## config.mk

```make
export PLATFORM = sky130hd
export DESIGN_NAME = alu_sequencer
export DESIGN_NICKNAME = d
export VERILOG_FILES = /design/src/rtl/alu_sequencer.sv
export SDC_FILE = /design/constraint.sdc
export NUM_CORES = 1
export LEC_CHECK = 0
export ABC_AREA = 1
export CORE_ASPECT_RATIO = 2
export CORE_MARGIN = 2
export CORE_UTILIZATION = 59
export CTS_BUF_LIST = sky130_fd_sc_hd__clkbuf_16
export CTS_CLUSTER_DIAMETER = 80
export DETAILED_ROUTE_END_ITERATION = 10
export PLACE_DENSITY = 0.84
export SLEW_MARGIN = 40
export SYNTH_ARGS = -nofsm -noshare
export SYNTH_HDL_FRONTEND = slang
export SYNTH_SLANG_ARGS = --single-unit
```

## constraint.sdc

```tcl
create_clock -name i_clk -period 3.5 [get_ports i_clk]
set_input_delay 0.7 -clock i_clk [delete_from_list [all_inputs] [get_ports i_clk]]
set_output_delay 0.7 -clock i_clk [all_outputs]
set_load 0.01 [all_outputs]
```

## src/rtl/alu_sequencer.sv

```systemverilog
// alu_sequencer: single-button A / B / OP entry front end for a small ALU.
// One "enter" button walks an FSM through operand A, operand B and opcode
// capture, then shows a registered result; a "clear" button restarts entry.
// Optional build macro: ALU_SEQ_DEBOUNCE_EN adds a counter debouncer per button.
// Contains: alu (combinational datapath), alu_seq_button (sync + edge pulse),
// alu_sequencer (top).

// Combinational ALU; the result wraps to DATA_SIZE bits.
module alu #(
  parameter int DATA_SIZE = 8,
  parameter int OP_SIZE   = 6
) (
  input  logic [DATA_SIZE-1:0] i_a,
  input  logic [DATA_SIZE-1:0] i_b,
  input  logic [OP_SIZE-1:0]   i_op,
  output logic [DATA_SIZE-1:0] o_result
);

  localparam logic [OP_SIZE-1:0] OP_SRL = OP_SIZE'(6'b000010);
  localparam logic [OP_SIZE-1:0] OP_SRA = OP_SIZE'(6'b000011);
  localparam logic [OP_SIZE-1:0] OP_ADD = OP_SIZE'(6'b100000);
  localparam logic [OP_SIZE-1:0] OP_SUB = OP_SIZE'(6'b100010);
  localparam logic [OP_SIZE-1:0] OP_AND = OP_SIZE'(6'b100100);
  localparam logic [OP_SIZE-1:0] OP_OR  = OP_SIZE'(6'b100101);
  localparam logic [OP_SIZE-1:0] OP_XOR = OP_SIZE'(6'b100110);
  localparam logic [OP_SIZE-1:0] OP_NOR = OP_SIZE'(6'b100111);

  // Opcode decode; unknown opcodes produce zero.
  always_comb begin
    // NOTE: every output of a combinational block gets a default first, so no
    // path through the case can leave it unassigned and infer a latch.
    o_result = '0;
    case (i_op)
      OP_ADD:  o_result = i_a + i_b;
      OP_SUB:  o_result = i_a - i_b;
      OP_AND:  o_result = i_a & i_b;
      OP_OR:   o_result = i_a | i_b;
      OP_XOR:  o_result = i_a ^ i_b;
      OP_NOR:  o_result = ~(i_a | i_b);
      OP_SRL:  o_result = i_a >> i_b;
      OP_SRA:  o_result = DATA_SIZE'($signed(i_a) >>> i_b);
      default: o_result = '0;
    endcase
  end

endmodule

// Button conditioning: 2-flop synchroniser, optional debouncer, registered
// rising-edge pulse. A button already held when reset releases is ignored
// until it has been seen released.
module alu_seq_button #(
  parameter int DEBOUNCE_CYCLES = 1000000
) (
  input  logic i_clk,
  input  logic i_reset,
  input  logic i_btn,
  output logic o_pulse
);

  logic [1:0] sync;
  logic       level;
  logic       level_q;
  logic       armed;
  logic [1:0] warm_cnt;
  logic       warm_done;

  if (DEBOUNCE_CYCLES < 1) begin : g_bad_debounce
    $error("alu_seq_button: DEBOUNCE_CYCLES must be at least 1");
  end

  // Two-flop synchroniser for the asynchronous button.
  always_ff @(posedge i_clk) begin
    // NOTE: sequential state uses non-blocking assignments so every flop
    // samples the pre-edge values, exactly like the hardware it describes.
    if (i_reset) sync <= '0;
    else         sync <= {sync[0], i_btn};
  end

`ifdef ALU_SEQ_DEBOUNCE_EN
  localparam int CNT_W = $clog2(DEBOUNCE_CYCLES + 1);
  localparam logic [CNT_W-1:0] CNT_LAST = CNT_W'(DEBOUNCE_CYCLES - 1);

  logic [CNT_W-1:0] db_cnt;
  logic             db_level;

  // Debouncer: follow the synchronised input only after it has differed from
  // the current level for DEBOUNCE_CYCLES consecutive cycles.
  always_ff @(posedge i_clk) begin
    if (i_reset) begin
      db_cnt   <= '0;
      db_level <= 1'b0;
    end else if (sync[1] != db_level) begin
      if (db_cnt == CNT_LAST) begin
        db_level <= sync[1];
        db_cnt   <= '0;
      end else begin
        db_cnt <= db_cnt + 1'b1;
      end
    end else begin
      db_cnt <= '0;
    end
  end

  assign level = db_level;
`else
  assign level = sync[1];
`endif

  // The synchroniser holds reset zeros for two cycles; only after that does a
  // low level really mean the button is released.
  always_ff @(posedge i_clk) begin
    if (i_reset)                warm_cnt <= '0;
    else if (warm_cnt != 2'd2)  warm_cnt <= warm_cnt + 2'd1;
  end

  assign warm_done = (warm_cnt == 2'd2);

  // Arm once the button is genuinely seen released after reset.
  always_ff @(posedge i_clk) begin
    if (i_reset)                                armed <= 1'b0;
    else if (warm_done && !sync[1] && !level)   armed <= 1'b1;
  end

  // Registered rising-edge detector: one pulse per press.
  always_ff @(posedge i_clk) begin
    if (i_reset) begin
      level_q <= 1'b0;
      o_pulse <= 1'b0;
    end else begin
      level_q <= level;
      o_pulse <= level & ~level_q & armed;
    end
  end

endmodule

// Top: button conditioning, entry FSM, operand registers and registered result.
module alu_sequencer #(
  parameter int DATA_SIZE       = 8,
  parameter int OP_SIZE         = 6,
  parameter int DEBOUNCE_CYCLES = 1000000
) (
  input  logic                 i_clk,
  input  logic                 i_reset,
  input  logic [DATA_SIZE-1:0] i_switches,
  input  logic                 i_btn_enter,
  input  logic                 i_btn_clear,
  output logic [DATA_SIZE-1:0] o_result,
  output logic                 o_result_valid,
  output logic [1:0]           o_state
);

  typedef enum logic [1:0] {
    S_LOAD_A  = 2'd0,
    S_LOAD_B  = 2'd1,
    S_LOAD_OP = 2'd2,
    S_SHOW    = 2'd3
  } state_t;

  if (OP_SIZE > DATA_SIZE) begin : g_bad_op_size
    $error("alu_sequencer: OP_SIZE must not exceed DATA_SIZE");
  end

  state_t               state;
  state_t               next_state;
  logic                 enter_pulse;
  logic                 clear_pulse;
  logic                 cap_a;
  logic                 cap_b;
  logic                 cap_op;
  logic                 result_pending;
  logic [DATA_SIZE-1:0] data_a;
  logic [DATA_SIZE-1:0] data_b;
  logic [OP_SIZE-1:0]   operation;
  logic [DATA_SIZE-1:0] alu_result;

  alu_seq_button #(.DEBOUNCE_CYCLES(DEBOUNCE_CYCLES)) u_btn_enter (
    .i_clk   (i_clk),
    .i_reset (i_reset),
    .i_btn   (i_btn_enter),
    .o_pulse (enter_pulse)
  );

  alu_seq_button #(.DEBOUNCE_CYCLES(DEBOUNCE_CYCLES)) u_btn_clear (
    .i_clk   (i_clk),
    .i_reset (i_reset),
    .i_btn   (i_btn_clear),
    .o_pulse (clear_pulse)
  );

  alu #(.DATA_SIZE(DATA_SIZE), .OP_SIZE(OP_SIZE)) u_alu (
    .i_a      (data_a),
    .i_b      (data_b),
    .i_op     (operation),
    .o_result (alu_result)
  );

  // FSM state register.
  always_ff @(posedge i_clk) begin
    if (i_reset) state <= S_LOAD_A;
    else         state <= next_state;
  end

  // Next state and capture strobes; clear outranks enter.
  always_comb begin
    next_state = state;
    cap_a      = 1'b0;
    cap_b      = 1'b0;
    cap_op     = 1'b0;
    if (clear_pulse) begin
      next_state = S_LOAD_A;
    end else if (enter_pulse) begin
      case (state)
        S_LOAD_A: begin
          cap_a      = 1'b1;
          next_state = S_LOAD_B;
        end
        S_LOAD_B: begin
          cap_b      = 1'b1;
          next_state = S_LOAD_OP;
        end
        S_LOAD_OP: begin
          cap_op     = 1'b1;
          next_state = S_SHOW;
        end
        S_SHOW: begin
          cap_a      = 1'b1;
          next_state = S_LOAD_B;
        end
        default: next_state = S_LOAD_A;
      endcase
    end
  end

  // Operand and opcode capture registers; clear leaves them untouched.
  always_ff @(posedge i_clk) begin
    // NOTE: these are plain registers, not a memory array, so they take a
    // reset value; a true RAM would be left unreset.
    if (i_reset) begin
      data_a    <= '0;
      data_b    <= '0;
      operation <= '0;
    end else begin
      if (cap_a)  data_a    <= i_switches;
      if (cap_b)  data_b    <= i_switches;
      if (cap_op) operation <= i_switches[OP_SIZE-1:0];
    end
  end

  // Result register: loads the ALU output the cycle after S_SHOW is entered
  // and then holds it; validity drops on clear or when a new A is entered.
  always_ff @(posedge i_clk) begin
    if (i_reset) begin
      o_result       <= '0;
      o_result_valid <= 1'b0;
      result_pending <= 1'b0;
    end else if (clear_pulse) begin
      o_result_valid <= 1'b0;
      result_pending <= 1'b0;
    end else if (cap_a) begin
      o_result_valid <= 1'b0;
      result_pending <= 1'b0;
    end else if (cap_op) begin
      result_pending <= 1'b1;
    end else if (result_pending) begin
      o_result       <= alu_result;
      o_result_valid <= 1'b1;
      result_pending <= 1'b0;
    end
  end

  assign o_state = state;

endmodule

```

==> results.tsv, run 1 <==
stage	metric	value	unit
sta	final hold violation count	0	
global_routing	first-pass GRT wire length	15.6	mm
setup_path	Startpoint Class	flop	
setup_path	delay-heaviest family, CP	simple AND/OR/NAND/NOR gates	
setup_path	R2R setup slack	0.50	ns
sta	Max Fclk	334	MHz
global_routing	global router's overall resource usage	33.5	%
power	worst IR drop on VDD	0.451	mV
sta	relative slew slack	57.0	%
setup_path	crit path cell chain	clkinv_1 -> ha_1 -> inv_1 -> nand2_1 -> xor2_1 -> ha_1 -> a21oi_1 -> or2_2 -> nand3_1 -> or2_2 -> nand3_1 -> nand3b_1 -> nand2_1 -> a21oi_2	
synthesis	Avg Inst Size Synth	6.61	µm²
clocking	Max Buffers Root-to-Sink	2	
floorplan	core footprint	5370	µm²
synthesis	ys async rst share	0	%
global_routing	largest net degree at the start of global routing	29	
synthesis	Ys Warns	0	
synthesis	Post-synth EDFFs	0	
synthesis	syn_nets	535	
clocking	Clock Sinks	48	
synthesis	Cell Area, Synth	3260	µm²
outcome	outcome	completed	
setup_path	CP max stage delay	0.59	ns
sta	Clock Skew	0.00486	ns
floorplan	chip width	56.6	µm
setup_path	critical path endpoint	o_result[5]	
drt	antenna viol nets, final	0	
setup_path	R2R depth	14	
finish	layout overhead on the synthesized area	13.6	%
global_routing	initial antenna violation count	0	
drt	drt first pass iters	5	
place	Place WS	0.575	ns
clocking	Clock transition at path regs	0.07	ns
floorplan	Ports	23	
floorplan	Initial Utilization	60.7	%
setup_path	FF-to-FF End	o_result[5]	
clocking	total CTS buffers	5	
sta	Setup TNS	0	ns
setup_path	worst-path fanout max	15	
power	Cell Pwr Density	349	nW/µm²
global_routing	vias in the first global route	3277	
finish	diodes inserted	0	
power	Leak	0.00165	µW
clocking	CTS tree	built	
finish	most frequent cells in the layout	nand2_1, inv_1, dfxtp_1	
synthesis	synth unique cells	35	
setup_path	CP Launch Point	data_b[0]	
setup_path	number of cells on the critical path	14	
finish	commonest non-fill, non-tap cell in the layout	nand2_1	
floorplan	DIE HEIGHT	109	µm
synthesis	Seq/Total Area, Yosys	29.4	%
setup_path	Critical Path RT	3.69	ns
place	IO buf count	22	
setup_path	Buf/Inv on CP	2	
drt	DRT iter0 DRCs	190	
sta	final setup fails	0	
place	dpl hpwl	7.44	mm
clocking	post-cts sizing count	0	
synthesis	Yosys reg bits	48	
setup_path	WP data arrival	3.19	ns
synthesis	Main synth FF type	dfxtp_1	
finish	share of cells above drive strength 1	7.38	%
clocking	clock latency on the worst-skew pair	0.30	ns
clocking	CTS Hold Buffers Added	0	
global_routing	total global routing overflow	0	
drt	post-route DRC violation count	0	
sta	Worst-Margin Slew	0.645	ns
drt	routed len/inst	17.0	µm
finish	Layout Nets	555	
setup_path	FF-to-FF Start	data_b[0]	
synthesis	Post-Syn Instances	494	
floorplan	die area	6180	µm²
sta	setup ws final	0.502	ns
drt	post-DR vias/cell	5.86	
clocking	htree depth	2	
hold_path	worst min path class	flop to flop	
drt	Total Wirelength	9.75	mm
sta	unrepaired setup endpoints after global routing	false	
sta	pins over their slew limit	0	
sta	WHS	0.407	ns
clocking	CTS root buffer	clkbuf_16	
setup_path	Worst path slowest cell	dfxtp_1	
setup_path	kind of critical path	flop to flop	
place	GPL Wtd Cong	1.16	
setup_path	CP endpoint kind	flop	
sta	Final Cycle Share	85.7	%
clocking	Post-CTS Setup Repair Bufs	0	
floorplan	FP Rows	38	
flow_run	Max-Cap Viols	0	
sta	min cycle time layout	3.00	ns
drt	via count	3369	
[power breakdown]
part           internal (µW)  total (µW)  switching (µW)
Sequential               575         592            16.7
Combinational           50.7         120            69.7
Clock                    345         581             236
Total                    971        1290             322
[worst min path at each step]
stage / from / end / slack (ns) / cells after the start
5_1_grt: u_btn_clear.level_q / u_btn_clear.o_pulse / 0.44 / 1
3_3_place_gp: u_btn_enter.sync[0] / u_btn_enter.sync[1] / 0.39 / 2
6_report: u_btn_clear.level_q / u_btn_clear.o_pulse / 0.41 / 1
2_1_floorplan: u_btn_clear.level_q / u_btn_clear.o_pulse / 0.37 / 1
3_5_place_dp: u_btn_clear.level_q / u_btn_clear.o_pulse / 0.40 / 1
4_1_cts: u_btn_clear.level_q / u_btn_clear.o_pulse / 0.41 / 1
[cell usage after synthesis (4+ instances only)]
cell | n | share of area (%)
a21oi_2 | 4 | 1.1
clkbuf_1 | 8 | 0.92
nor2_2 | 6 | 1.2
inv_2 | 4 | 0.46
xor2_1 | 6 | 1.6
o21ai_0 | 37 | 5.7
nand2_1 | 123 | 14
nand3_1 | 41 | 6.3
nor2_1 | 35 | 4.0
a21oi_1 | 44 | 6.7
inv_1 | 62 | 7.1
nand4_1 | 10 | 1.9
ha_1 | 28 | 11
dfxtp_1 | 48 | 29
or2_2 | 4 | 0.77
[area by class of cell]
type | instances | area, µm²
Clock buffer | 5 | 125
Sequential cell | 48 | 961
Clock inverter | 3 | 50.0
Inverter | 68 | 255
Fill cell | 486 | 1670
Multi-Input combinational cell | 366 | 2000
Tap cell | 60 | 75.1
Timing Repair Buffer | 25 | 243
[registers in the layout, indices dropped and copies added (netlist names), 6 cells and up]
| signal | cells |
|---|---|
| data_a | 8 |
| data_b | 8 |
| o_result | 8 |
| operation | 6 |
[logic make-up after synthesis]
family	Yosys count	synth area share, %
xor+xnor	7	1.88
simple gates	237	32.7
fa+ha+maj	29	11.3
flops	48	29.4
compound gates	93	15.3
buf+inv	80	9.32
[metrics by stage]
step                cells  instance area [µm²]  total power, µW  util (%)
floorplan             494                 3260              682         -
global placement      567                 3530              713      65.7
detailed placement    567                 3530              724      65.7
CTS                   575                 3710             1290      69.0
global route          575                 3710             1330      69.0
finish                575                 3710             1290      69.0
[routing by layer]
metal	share of wire, %	track usage, %
met4	8.1	24.8
met2	51	59.4
met1	37	34.8
met3	4.8	4.74
met5	0	0
No activity file was read; power rests on OpenSTA's default activity.
==> inputs of run 2 (changes only) <==
Settings changed: SKIP_CTS_REPAIR_TIMING set to 1.
==> results of run 2 <==
Same layout as run 1: the final DEF is identical, and so are final timing and power.
